File: src/rtl/rvb_zbb32_issue.sv
// Issue stage between a core request port and a Zbb execution unit.
// Sends one instruction at a time, waits for the result, and holds it on the writeback port.
module rvb_zbb32_issue #(
  parameter int TIMEOUT = 16
) (
  input  logic        i_clock,
  input  logic        i_resetn,
  input  logic        i_req_valid,
  output logic        o_req_ready,
  input  logic [31:0] i_req_insn,
  input  logic [31:0] i_req_rs1,
  input  logic [31:0] i_req_rs2,
  output logic        o_fu_valid,
  input  logic        i_fu_ready,
  input  logic        i_fu_decoded,
  output logic [31:0] o_fu_insn,
  output logic [31:0] o_fu_rs1,
  output logic [31:0] o_fu_rs2,
  input  logic        i_fu_dout_valid,
  output logic        o_fu_dout_ready,
  input  logic [31:0] i_fu_rd,
  output logic        o_wb_valid,
  input  logic        i_wb_ready,
  output logic [4:0]  o_wb_addr,
  output logic [31:0] o_wb_data,
  output logic        o_wb_illegal,
  output logic        o_wb_timeout,
  input  logic        i_cnt_clear,
  output logic [15:0] o_cnt_ops,
  output logic [15:0] o_cnt_err
);

  localparam int TW = $clog2(TIMEOUT + 1);

  typedef enum logic [1:0] {
    S_IDLE  = 2'd0,
    S_ISSUE = 2'd1,
    S_RESP  = 2'd2
  } state_t;

  state_t      r_state;
  state_t      w_state_next;

  logic [31:0] r_fu_insn;
  logic [31:0] r_fu_rs1;
  logic [31:0] r_fu_rs2;
  logic [TW-1:0] r_tcnt;
  logic [4:0]  r_wb_addr;
  logic [31:0] r_wb_data;
  logic        r_wb_illegal;
  logic        r_wb_timeout;
  logic [15:0] r_cnt [2];

  logic        w_accept;
  logic        w_finish;
  logic [31:0] w_fin_data;
  logic        w_fin_ill;
  logic        w_fin_to;
  logic        w_tcnt_inc;
  logic        w_wb_hs;
  logic [1:0]  w_cnt_inc;

  always_ff @(posedge i_clock or negedge i_resetn) begin
    if (!i_resetn) begin
      r_state <= S_IDLE;
    end else begin
      r_state <= w_state_next;
    end
  end

  always_comb begin
    w_state_next    = r_state;
    w_accept        = 1'b0;
    w_finish        = 1'b0;
    w_fin_data      = 32'd0;
    w_fin_ill       = 1'b0;
    w_fin_to        = 1'b0;
    w_tcnt_inc      = 1'b0;
    w_wb_hs         = 1'b0;
    o_req_ready     = 1'b0;
    o_fu_valid      = 1'b0;
    o_fu_dout_ready = 1'b0;
    o_wb_valid      = 1'b0;
    case (r_state)
      S_IDLE: begin
        // Reset parks the FSM in IDLE, so ready is also gated by the reset input itself.
        o_req_ready = i_resetn;
        if (i_req_valid) begin
          w_accept     = 1'b1;
          w_state_next = S_ISSUE;
        end
      end
      S_ISSUE: begin
        o_fu_valid      = 1'b1;
        o_fu_dout_ready = 1'b1;
        if (!i_fu_decoded) begin
          w_finish     = 1'b1;
          w_fin_ill    = 1'b1;
          w_state_next = S_RESP;
        end else if (i_fu_ready && i_fu_dout_valid) begin
          w_finish     = 1'b1;
          w_fin_data   = i_fu_rd;
          w_state_next = S_RESP;
        end else if (r_tcnt == TW'(TIMEOUT - 1)) begin
          w_finish     = 1'b1;
          w_fin_to     = 1'b1;
          w_state_next = S_RESP;
        end else begin
          w_tcnt_inc = 1'b1;
        end
      end
      S_RESP: begin
        o_wb_valid  = 1'b1;
        o_req_ready = i_wb_ready;
        if (i_wb_ready) begin
          w_wb_hs = 1'b1;
          if (i_req_valid) begin
            w_accept     = 1'b1;
            w_state_next = S_ISSUE;
          end else begin
            w_state_next = S_IDLE;
          end
        end
      end
      default: w_state_next = S_IDLE;
    endcase
  end

  always_ff @(posedge i_clock or negedge i_resetn) begin
    if (!i_resetn) begin
      r_fu_insn <= 32'd0;
      r_fu_rs1  <= 32'd0;
      r_fu_rs2  <= 32'd0;
      r_tcnt    <= '0;
    end else if (w_accept) begin
      r_fu_insn <= i_req_insn;
      r_fu_rs1  <= i_req_rs1;
      r_fu_rs2  <= i_req_rs2;
      r_tcnt    <= '0;
    end else if (w_tcnt_inc) begin
      r_tcnt <= r_tcnt + TW'(1);
    end
  end

  // Result is frozen at the ISSUE->RESP transition; x0 destinations never carry data.
  always_ff @(posedge i_clock or negedge i_resetn) begin
    if (!i_resetn) begin
      r_wb_addr    <= 5'd0;
      r_wb_data    <= 32'd0;
      r_wb_illegal <= 1'b0;
      r_wb_timeout <= 1'b0;
    end else if (w_finish) begin
      r_wb_addr    <= r_fu_insn[11:7];
      r_wb_data    <= (r_fu_insn[11:7] == 5'd0) ? 32'd0 : w_fin_data;
      r_wb_illegal <= w_fin_ill;
      r_wb_timeout <= w_fin_to;
    end
  end

  assign w_cnt_inc[0] = w_wb_hs & ~(r_wb_illegal | r_wb_timeout);
  assign w_cnt_inc[1] = w_wb_hs &  (r_wb_illegal | r_wb_timeout);

  generate
    for (genvar gi = 0; gi < 2; gi++) begin : g_cnt
      always_ff @(posedge i_clock or negedge i_resetn) begin
        if (!i_resetn) begin
          r_cnt[gi] <= 16'd0;
        end else if (i_cnt_clear) begin
          r_cnt[gi] <= 16'd0;
        end else if (w_cnt_inc[gi] && (r_cnt[gi] != 16'hFFFF)) begin
          r_cnt[gi] <= r_cnt[gi] + 16'd1;
        end
      end
    end
  endgenerate

  assign o_fu_insn    = r_fu_insn;
  assign o_fu_rs1     = r_fu_rs1;
  assign o_fu_rs2     = r_fu_rs2;
  assign o_wb_addr    = r_wb_addr;
  assign o_wb_data    = r_wb_data;
  assign o_wb_illegal = r_wb_illegal;
  assign o_wb_timeout = r_wb_timeout;
  assign o_cnt_ops    = r_cnt[0];
  assign o_cnt_err    = r_cnt[1];

endmodule

File: config.mk
export PLATFORM = sky130hd
export DESIGN_NAME = rvb_zbb32_issue
export DESIGN_NICKNAME = d
export VERILOG_FILES = /design/src/rtl/rvb_zbb32_issue.sv
export SDC_FILE = /design/constraint.sdc
export NUM_CORES = 1
export LEC_CHECK = 0
export ABC_AREA = 1
export BUFFER_PORTS_ARGS = -buffer_cell sky130_fd_sc_hd__buf_2
export CAP_MARGIN = 0
export CELL_PAD_IN_SITES_DETAIL_PLACEMENT = 1
export CELL_PAD_IN_SITES_GLOBAL_PLACEMENT = 1
export CORE_MARGIN = 3
export CORE_UTILIZATION = 34
export CTS_CLUSTER_DIAMETER = 60
export CTS_CLUSTER_SIZE = 30
export DETAILED_ROUTE_END_ITERATION = 10
export PLACE_DENSITY_LB_ADDON = 0.1
export REMOVE_ABC_BUFFERS = 1
export SLEW_MARGIN = 25
export SYNTH_ARGS = -nofsm -noshare
export SYNTH_HDL_FRONTEND = slang
export SYNTH_SLANG_ARGS = --single-unit
File: constraint.sdc
create_clock -name i_clock -period 2 [get_ports i_clock]
set_clock_uncertainty 0.2 [all_clocks]
set_input_delay 0.1 -clock i_clock [delete_from_list [all_inputs] [get_ports i_clock]]
set_output_delay 0.1 -clock i_clock [all_outputs]
set_load 0.01 [all_outputs]
==> impl_table.tex, run 1 <==
\begin{tabular}{lr}
\hline
Metric & Value \\
\hline
\multicolumn{2}{l}{\textbf{Run status}} \\
\quad Run status & finished clean \\
\multicolumn{2}{l}{\textbf{GRT}} \\
\quad Initial antenna violation count & 0 \\
\quad Number of global-route vias before repair & 8767 \\
\quad Global-route wire length before repair & between 40 and 50 mm \\
\quad Aggregate global-route resource usage & between 20\% and 30\% \\
\quad Global-route track usage on met3 & 7.079\% \\
\quad Overflow after GRT & 0 \\
\quad Met2 GRT Util & 41.04\% \\
\quad Met1 demand-to-capacity share in global routing & 27.32\% \\
\quad Most utilized layer in the global route result & met2 \\
\quad Pin count of the biggest net entering global routing & 111 \\
\multicolumn{2}{l}{\textbf{Power and ir drop}} \\
\quad Power after layout & 12.75 mW \\
\quad Part of the power in registers & 40.2\% \\
\quad Proportion of power drawn by combinational gates & 33.7\% \\
\quad Leakage power total & $\sim$6.5 nW \\
\quad Share of power burned in the clock network & 26.1\% \\
\quad Cell-internal power & roughly 8 mW \\
\quad Switching power share of the total & 36.96\% \\
\quad Worst VDD drop & 0.5213 mV \\
\quad Power density normalized to cell area & 1075 mW/mm2 \\
\quad Net switching power & 4.711 mW \\
\multicolumn{2}{l}{\textbf{Placement}} \\
\quad Port buffer count & around 310 \\
\quad Final estimated routing congestion in global placement & 0.7820 \\
\quad Post-DP HPWL & 17.82 mm \\
\multicolumn{2}{l}{\textbf{Drt}} \\
\quad Total via count in the routed design & 8029 \\
\quad DR DRC count & 0 \\
\quad First-iteration detailed-routing DRC count & 224 \\
\quad Post-detailed-route via-to-cell ratio & 4.759 \\
\quad Count of TritonRoute iterations in the first routing pass & 4 \\
\quad Routed wire length per instance & 17.14 um \\
\quad Routed Antenna Nets & 0 \\
\quad Final WL & 28.92 mm \\
\multicolumn{2}{l}{\textbf{STA}} \\
\quad Tightest slew margin relative to the limit & 58.16\% \\
\quad Number of setup violations in the final report & 0 \\
\quad Final hold slack & 60.05 ps \\
\quad Fin. Hold Viols & 0 \\
\quad Total negative setup slack & 0 ps \\
\quad Crit share post-route & $\sim$100\% \\
\quad Setup repair after global routing missed its margin & yes \\
\quad Final Slew Violations & 0 \\
\quad Worst slew pin tran & roughly 630 ps \\
\quad Clock period minus final worst setup slack & 1975 ps \\
\quad F\_max & 506.2 MHz \\
\multicolumn{2}{l}{\textbf{Job}} \\
\quad Count of max-cap constraint violations & 0 \\
\multicolumn{2}{l}{\textbf{Critical path}} \\
\quad Required time reported for the critical path endpoint & 2090 ps \\
\quad Number of cells traversed by the worst register-to-register path & 11 \\
\quad Worst stage delay on the critical path & 370 ps \\
\quad Kind of start point of the critical path & flip-flop \\
\quad Worst Setup SP & r\_tcnt[1] \\
\quad Reg2reg start & r\_tcnt[1] \\
\quad Top delay family on crit path & buffers and inverters \\
\quad Number of buffer and inverter stages on the critical path & 5 \\
\quad Worst r2r dst & o\_wb\_data[14] \\
\quad Worst path arrival time & approximately 2100 ps \\
\quad Critical Path, Cell by Cell & ha\_2 -> inv\_2 -> nor3\_2 -> ha\_2 -> inv\_4 -> a21oi\_4 -> buf\_6 -> inv\_8 -> buf\_6 -> nand2\_1 -> o21ai\_0 \\
\quad Startpoint-to-endpoint class of the critical path & flip-flop to flip-flop \\
\quad Standard cell with the maximum stage delay on the critical path & dfrtp\_1 \\
\quad Largest driver fanout on the critical path & 6 \\
\quad Capturing element type of the critical path & flip-flop \\
\quad Register-to-register setup slack & 20 ps \\
\multicolumn{2}{l}{\textbf{Cells and area}} \\
\quad Antenna diode count & 0 \\
\quad Fraction of layout instances using a drive strength above 1 & 31.44\% \\
\quad Util after Layout & 55.33\% \\
\quad Post-synthesis to final-layout area growth & 57.34\% \\
\quad Area used by multi-input combinational logic & 0.002885 mm2 \\
\quad Fin nets & between 1.5k and 2k \\
\quad Sequential standard cell area & 0.004354 mm2 \\
\quad Number of inserted filler cells in the final layout & 2600 \\
\multicolumn{2}{l}{\textbf{Synthesis}} \\
\quad Mapped Cells & 912 \\
\quad Synthesized cell area & between 0.007 and 0.008 mm2 \\
\quad Count of flip-flops with a built-in enable after synthesis & 0 \\
\quad Sequential fraction of the synthesis area & between 50 and 60\% \\
\quad Post-synthesis average cell area & 8.259 um2 \\
\quad Post-synth ARST share & 100.0\% \\
\quad Yosys warns & 0 \\
\quad Flop and latch count out of synthesis & 174 \\
\quad Predominant post-synthesis flop cell & dfrtp\_1 \\
\quad Synth cell types & 29 \\
\multicolumn{2}{l}{\textbf{CTS}} \\
\quad Worst-skew pair later-pin latency & 430 ps \\
\quad Number of sinks on the clock net & approximately 170 \\
\quad Clk buf depth & 2 \\
\quad Max H-tree Level & 4 \\
\quad Number of CTS-inserted buffers & 17 \\
\quad Root buffer selected by CTS & clkbuf\_16 \\
\quad Clock tree from TritonCTS & done \\
\quad Clock edge transition at the registers on the reported setup and hold paths & 70 ps \\
\multicolumn{2}{l}{\textbf{Die}} \\
\quad Number of placed I/O pins & 307 \\
\quad Horizontal die dimension & approximately 150 um \\
\quad Core region area & around 0.021 mm2 \\
\quad \# rows & 53 \\
\quad Die area & 0.02398 mm2 \\
\quad Initial core utilization & 35.17\% \\
\quad Die outline height & about 150 um \\
\multicolumn{2}{l}{\textbf{Hold path}} \\
\quad Worst Hold Launch & i\_fu\_dout\_valid \\
\quad Class of the tightest hold or removal check & input port to flip-flop \\
\quad Cell count of the worst hold path & 6 \\
\quad Hold Path End & o\_wb\_timeout \\
\hline
\end{tabular}
-- cells in the mapped netlist (all sizes together) (2+ instances only) --
master,n,area (um2)
clkbuf,13,48.80
nor2,40,192.7
a21oi,4,31.28
or2,2,12.51
nand4,25,156.4
xor2,9,78.83
buf,25,128.9
o22ai,2,12.51
ha,4,50.05
dfrtp,174,4354
nand2,473,1793
nand3,35,175.2
o21bai,4,30.03
nor3,3,15.01
inv,45,168.9
o21ai,51,262.8
-- layout make-up --
| type | instances | area share [%] |
|---|---|---|
| repair buffers | 506 | 29.57 |
| flip-flops and latches | 174 | 36.74 |
| well taps | 275 | 2.903 |
| multi-input cells | 654 | 24.35 |
| clock buffers | 19 | 3.653 |
| inverters | 46 | 1.562 |
| clock inverters | 13 | 1.225 |
-- registers in the layout, summed over array words and instances (netlist names) --
register and count:
o_fu_insn 32, o_fu_rs1 32, o_fu_rs2 32, o_wb_data 32, o_cnt_err 16, o_cnt_ops 16, o_wb_addr 5, r_tcnt 5
r_state 2, o_wb_illegal 1, o_wb_timeout 1
-- worst min-delay path, delay by kind of cell --
kind / cells / cell delay (ps)
AO/OA/AOI/OAI: 1 / 170
buffers and inverters: 3 / 210
AND/OR/NAND/NOR: 2 / 170
-- per-stage QoR --
step	setup slack (ps)	instances	instance area, um2
3_3_place_gp	-152.3	1512	9739
5_1_grt	-77.08	1687	11850
6_report	24.61	1687	11850
3_5_place_dp	-231.4	1512	9739
2_1_floorplan	-2268	874	7355
4_1_cts	2.721	1677	11650
-- power by group through the flow --
stage	clock [mW]	combinational [mW]	sequential [mW]
after global placement	0	3.74	5.10
after detailed placement	0	3.81	5.11
after global routing	3.57	4.74	5.25
final	3.32	4.29	5.13
after CTS	3.44	4.04	5.08
after floorplan	0	1.31	5.60
-- placed cells by master, fill, tap and decap left out, types with 7 or more instances in the layout --
cell type	count
inv_1	37
nand3_1	33
nor2_1	31
nand2_2	13
nand4_1	25
xor2_1	9
buf_6	7
buf_2	305
dfrtp_1	174
o21ai_1	23
dlygate4sd3_1	132
o21ai_0	26
buf_4	53
nor2_4	7
nand2_1	460
clkbuf_16	19
-- kinds of logic (layout without fill, tap and decap cells) --
group | after synthesis | after routing | share of synthesized area [%]
AO/OA/AOI/OAI | 63 | 63 | 4.701
XOR/XNOR | 9 | 9 | 1.047
adder cells (fa/ha/maj) | 4 | 4 | 0.6645
buffers and inverters | 84 | 584 | 4.651
flip-flops | 174 | 174 | 57.81
AND/OR/NAND/NOR | 578 | 578 | 31.13
-- repair_timing --
action                                  CTS  global route
hold endpoints to repair                312             0
pin swaps                                 1             2
hold buffers                            132             0
buffers inserted                          1             4
endpoints found under the setup margin   34            66
gates cloned                              0             6
resized for setup                         3            46
-- worst max path at each step --
stage / to / slack (ps) / depth (start not counted)
2_1_floorplan: o_fu_insn[10] / -2270 / 4
3_3_place_gp: o_cnt_ops[8] / -150 / 8
3_5_place_dp: o_cnt_ops[10] / -230 / 8
4_1_cts: o_wb_data[29] / 3 / 10
5_1_grt: o_wb_data[15] / -80 / 11
6_report: o_wb_data[14] / 20 / 11
-- metal layers --
metal	part of all wire [%]	up-vias
met3	6.7	54
met1	40	3896
li1	-	3826
met5	0	-
met2	51	253
met4	2.6	0
Note: power is estimated with default switching activity, not from simulation.
==> run 2, diff against run 1 <==
HOLD_SLACK_MARGIN = 0.1   (was unset)
==> impl_table.tex, run 2 (same netlist as run 1, synthesis figures left out) <==
\begin{tabular}{lr}
\hline
Metric & Value \\
\hline
\multicolumn{2}{l}{\textbf{GRT}} \\
\quad Met2 GRT Util & 40.91\% \\
\quad Most utilized layer in the global route result & met2 \\
\quad Aggregate global-route resource usage & approximately a quarter \\
\quad Initial antenna violation count & 0 \\
\quad Overflow after GRT & 0 \\
\quad Met1 demand-to-capacity share in global routing & 27.50\% \\
\quad Number of global-route vias before repair & slightly below 9k \\
\quad Pin count of the biggest net entering global routing & 111 \\
\quad Global-route wire length before repair & 45.34 mm \\
\quad Global-route track usage on met3 & 7.079\% \\
\multicolumn{2}{l}{\textbf{Hold path}} \\
\quad Cell count of the worst hold path & 6 \\
\quad Class of the tightest hold or removal check & input port to flip-flop \\
\quad Worst Hold Launch & i\_fu\_ready \\
\quad Hold Path End & r\_tcnt[4] \\
\multicolumn{2}{l}{\textbf{Critical path}} \\
\quad Register-to-register setup slack & 30 ps \\
\quad Worst path arrival time & 2050 ps \\
\quad Capturing element type of the critical path & flip-flop \\
\quad Required time reported for the critical path endpoint & 2090 ps \\
\quad Startpoint-to-endpoint class of the critical path & flip-flop to flip-flop \\
\quad Worst r2r dst & o\_wb\_data[10] \\
\quad Number of cells traversed by the worst register-to-register path & 11 \\
\quad Largest driver fanout on the critical path & 10 \\
\quad Reg2reg start & r\_tcnt[1] \\
\quad Kind of start point of the critical path & flip-flop \\
\multicolumn{2}{l}{\textbf{STA}} \\
\quad Final Slew Violations & 0 \\
\quad F\_max & 508.6 MHz \\
\quad Total negative setup slack & 0 ps \\
\quad Setup repair after global routing missed its margin & yes \\
\quad Worst slew pin tran & 619.6 ps \\
\quad Clock period minus final worst setup slack & 1966 ps \\
\quad Fin. Hold Viols & 0 \\
\quad Crit share post-route & 98.31\% \\
\quad Number of setup violations in the final report & 0 \\
\quad Final hold slack & 100.8 ps \\
\quad Tightest slew margin relative to the limit & 58.69\% \\
\multicolumn{2}{l}{\textbf{Die}} \\
\quad Core region area & 0.02142 mm2 \\
\quad \# rows & 53 \\
\quad Initial core utilization & 35.17\% \\
\quad Die area & 0.02398 mm2 \\
\quad Horizontal die dimension & about 150 um \\
\quad Number of placed I/O pins & 307 \\
\quad Die outline height & 154.8 um \\
\multicolumn{2}{l}{\textbf{CTS}} \\
\quad Clock tree from TritonCTS & done \\
\quad Worst-skew pair later-pin latency & 420 ps \\
\quad Clk buf depth & 2 \\
\quad Number of sinks on the clock net & approximately 170 \\
\quad Number of CTS-inserted buffers & 17 \\
\quad Clock edge transition at the registers on the reported setup and hold paths & 70 ps \\
\quad Max H-tree Level & 4 \\
\quad Root buffer selected by CTS & clkbuf\_16 \\
\multicolumn{2}{l}{\textbf{Drt}} \\
\quad Count of TritonRoute iterations in the first routing pass & 4 \\
\quad Post-detailed-route via-to-cell ratio & 4.762 \\
\quad Routed Antenna Nets & 0 \\
\quad Routed wire length per instance & 17.01 um \\
\quad DR DRC count & 0 \\
\quad Final WL & approximately 29 mm \\
\quad Total via count in the routed design & 8043 \\
\quad First-iteration detailed-routing DRC count & 254 \\
\multicolumn{2}{l}{\textbf{Placement}} \\
\quad Port buffer count & 306 \\
\quad Placed Instances & $\sim$1.5k \\
\quad Final estimated routing congestion in global placement & 0.7820 \\
\quad Post-DP HPWL & between 15 and 20 mm \\
\multicolumn{2}{l}{\textbf{Cells and area}} \\
\quad Top library cells by usage in the layout, fill and taps aside & nand2\_1, buf\_2, dfrtp\_1, dlygate4sd3\_1, buf\_4 \\
\quad Fraction of layout instances using a drive strength above 1 & 31.05\% \\
\quad Post-synthesis to final-layout area growth & 57.41\% \\
\quad Final cell count without fillers & 1689 \\
\quad Fin nets & 1541 \\
\quad Most common cell after layout, fill and taps aside & nand2\_1 \\
\quad Util after Layout & 55.35\% \\
\quad Antenna diode count & 0 \\
\multicolumn{2}{l}{\textbf{Power and ir drop}} \\
\quad Power after layout & 12.69 mW \\
\quad Leakage power total & 6.471 nW \\
\quad Power density normalized to cell area & 1070 mW/mm2 \\
\quad Worst VDD drop & 0.5097 mV \\
\multicolumn{2}{l}{\textbf{Job}} \\
\quad Count of max-cap constraint violations & 0 \\
\multicolumn{2}{l}{\textbf{Run status}} \\
\quad Run status & finished clean \\
\hline
\end{tabular}
run 2: cell count changes in the layout (fill, tap and decap cells not counted):
cell           change
buf_12             +1
buf_8              -2
dlygate4sd3_1      +3
inv_4              +1
inv_8              -1
nand2_1            +4
nand2_2            -4
o21ai_0            +7
o21ai_1            -7
run 2: critical path: stages, from the launching register on:
cell	delay, ps
dfrtp_1	370
ha_2	190
inv_2	40
nor3_2	100
ha_2	210
inv_4	40
a21oi_4	160
buf_12	140
inv_4	70
clkbuf_16	170
nand2_1	50
o21ai_0	90
run 2: how the worst max path moves through the flow:
stage / slack (ps) / depth (start not counted) / startpoint / end
after floorplan: -2270 / 4 / r_state[1] / o_fu_insn[10]
after global placement: -150 / 8 / o_cnt_ops[0] / o_cnt_ops[8]
after detailed placement: -230 / 8 / o_cnt_ops[0] / o_cnt_ops[10]
after CTS: 3 / 10 / r_tcnt[1] / o_wb_data[29]
after global routing: -80 / 11 / r_tcnt[1] / o_wb_data[10]
final: 30 / 11 / r_tcnt[1] / o_wb_data[10]
run 2: what timing repair did:
item / 4_1_cts / 5_1_grt
pin swaps: 1 / 1
resized for setup: 3 / 29
gates cloned: 0 / 5
setup endpoints to repair: 34 / 66
hold buffers: 135 / 0
setup buffers: 1 / 4
hold endpoints to repair: 320 / 0
run 2: metrics by stage:
| step | worst slack [ps] | cell area [um2] |
|---|---|---|
| 3_3_place_gp | -152.3 | 9739 |
| 6_report | 33.79 | 11860 |
| 5_1_grt | -80.77 | 11860 |
| 3_5_place_dp | -231.4 | 9739 |
| 4_1_cts | 2.723 | 11690 |
| 2_1_floorplan | -2268 | 7355 |
run 2: area by class of cell:
type,instances,area [um2]
Clock inverter,13,145.1
Inverter,46,180.2
Tap cell,275,344.1
Clock buffer,19,432.9
Sequential cell,174,4354
Timing Repair Buffer,508,3525
Multi-Input combinational cell,654,2875
Fill cell,2592,9563
run 2: layer usage:
metal,vias up,part of all wire (%),wire (um)
met5,-,0,0
met4,0,2.7,781
met3,54,6.7,1937
met2,248,51,14640
met1,3910,40,11370
li1,3831,-,-
run 2: report_power, final:
| part | internal (mW) | switching (mW) | total [mW] |
|---|---|---|---|
| clock | 1.77 | 1.54 | 3.31 |
| combinational | 1.72 | 2.53 | 4.25 |
| sequential | 4.53 | 0.597 | 5.13 |
| total | 8.02 | 4.67 | 12.7 |
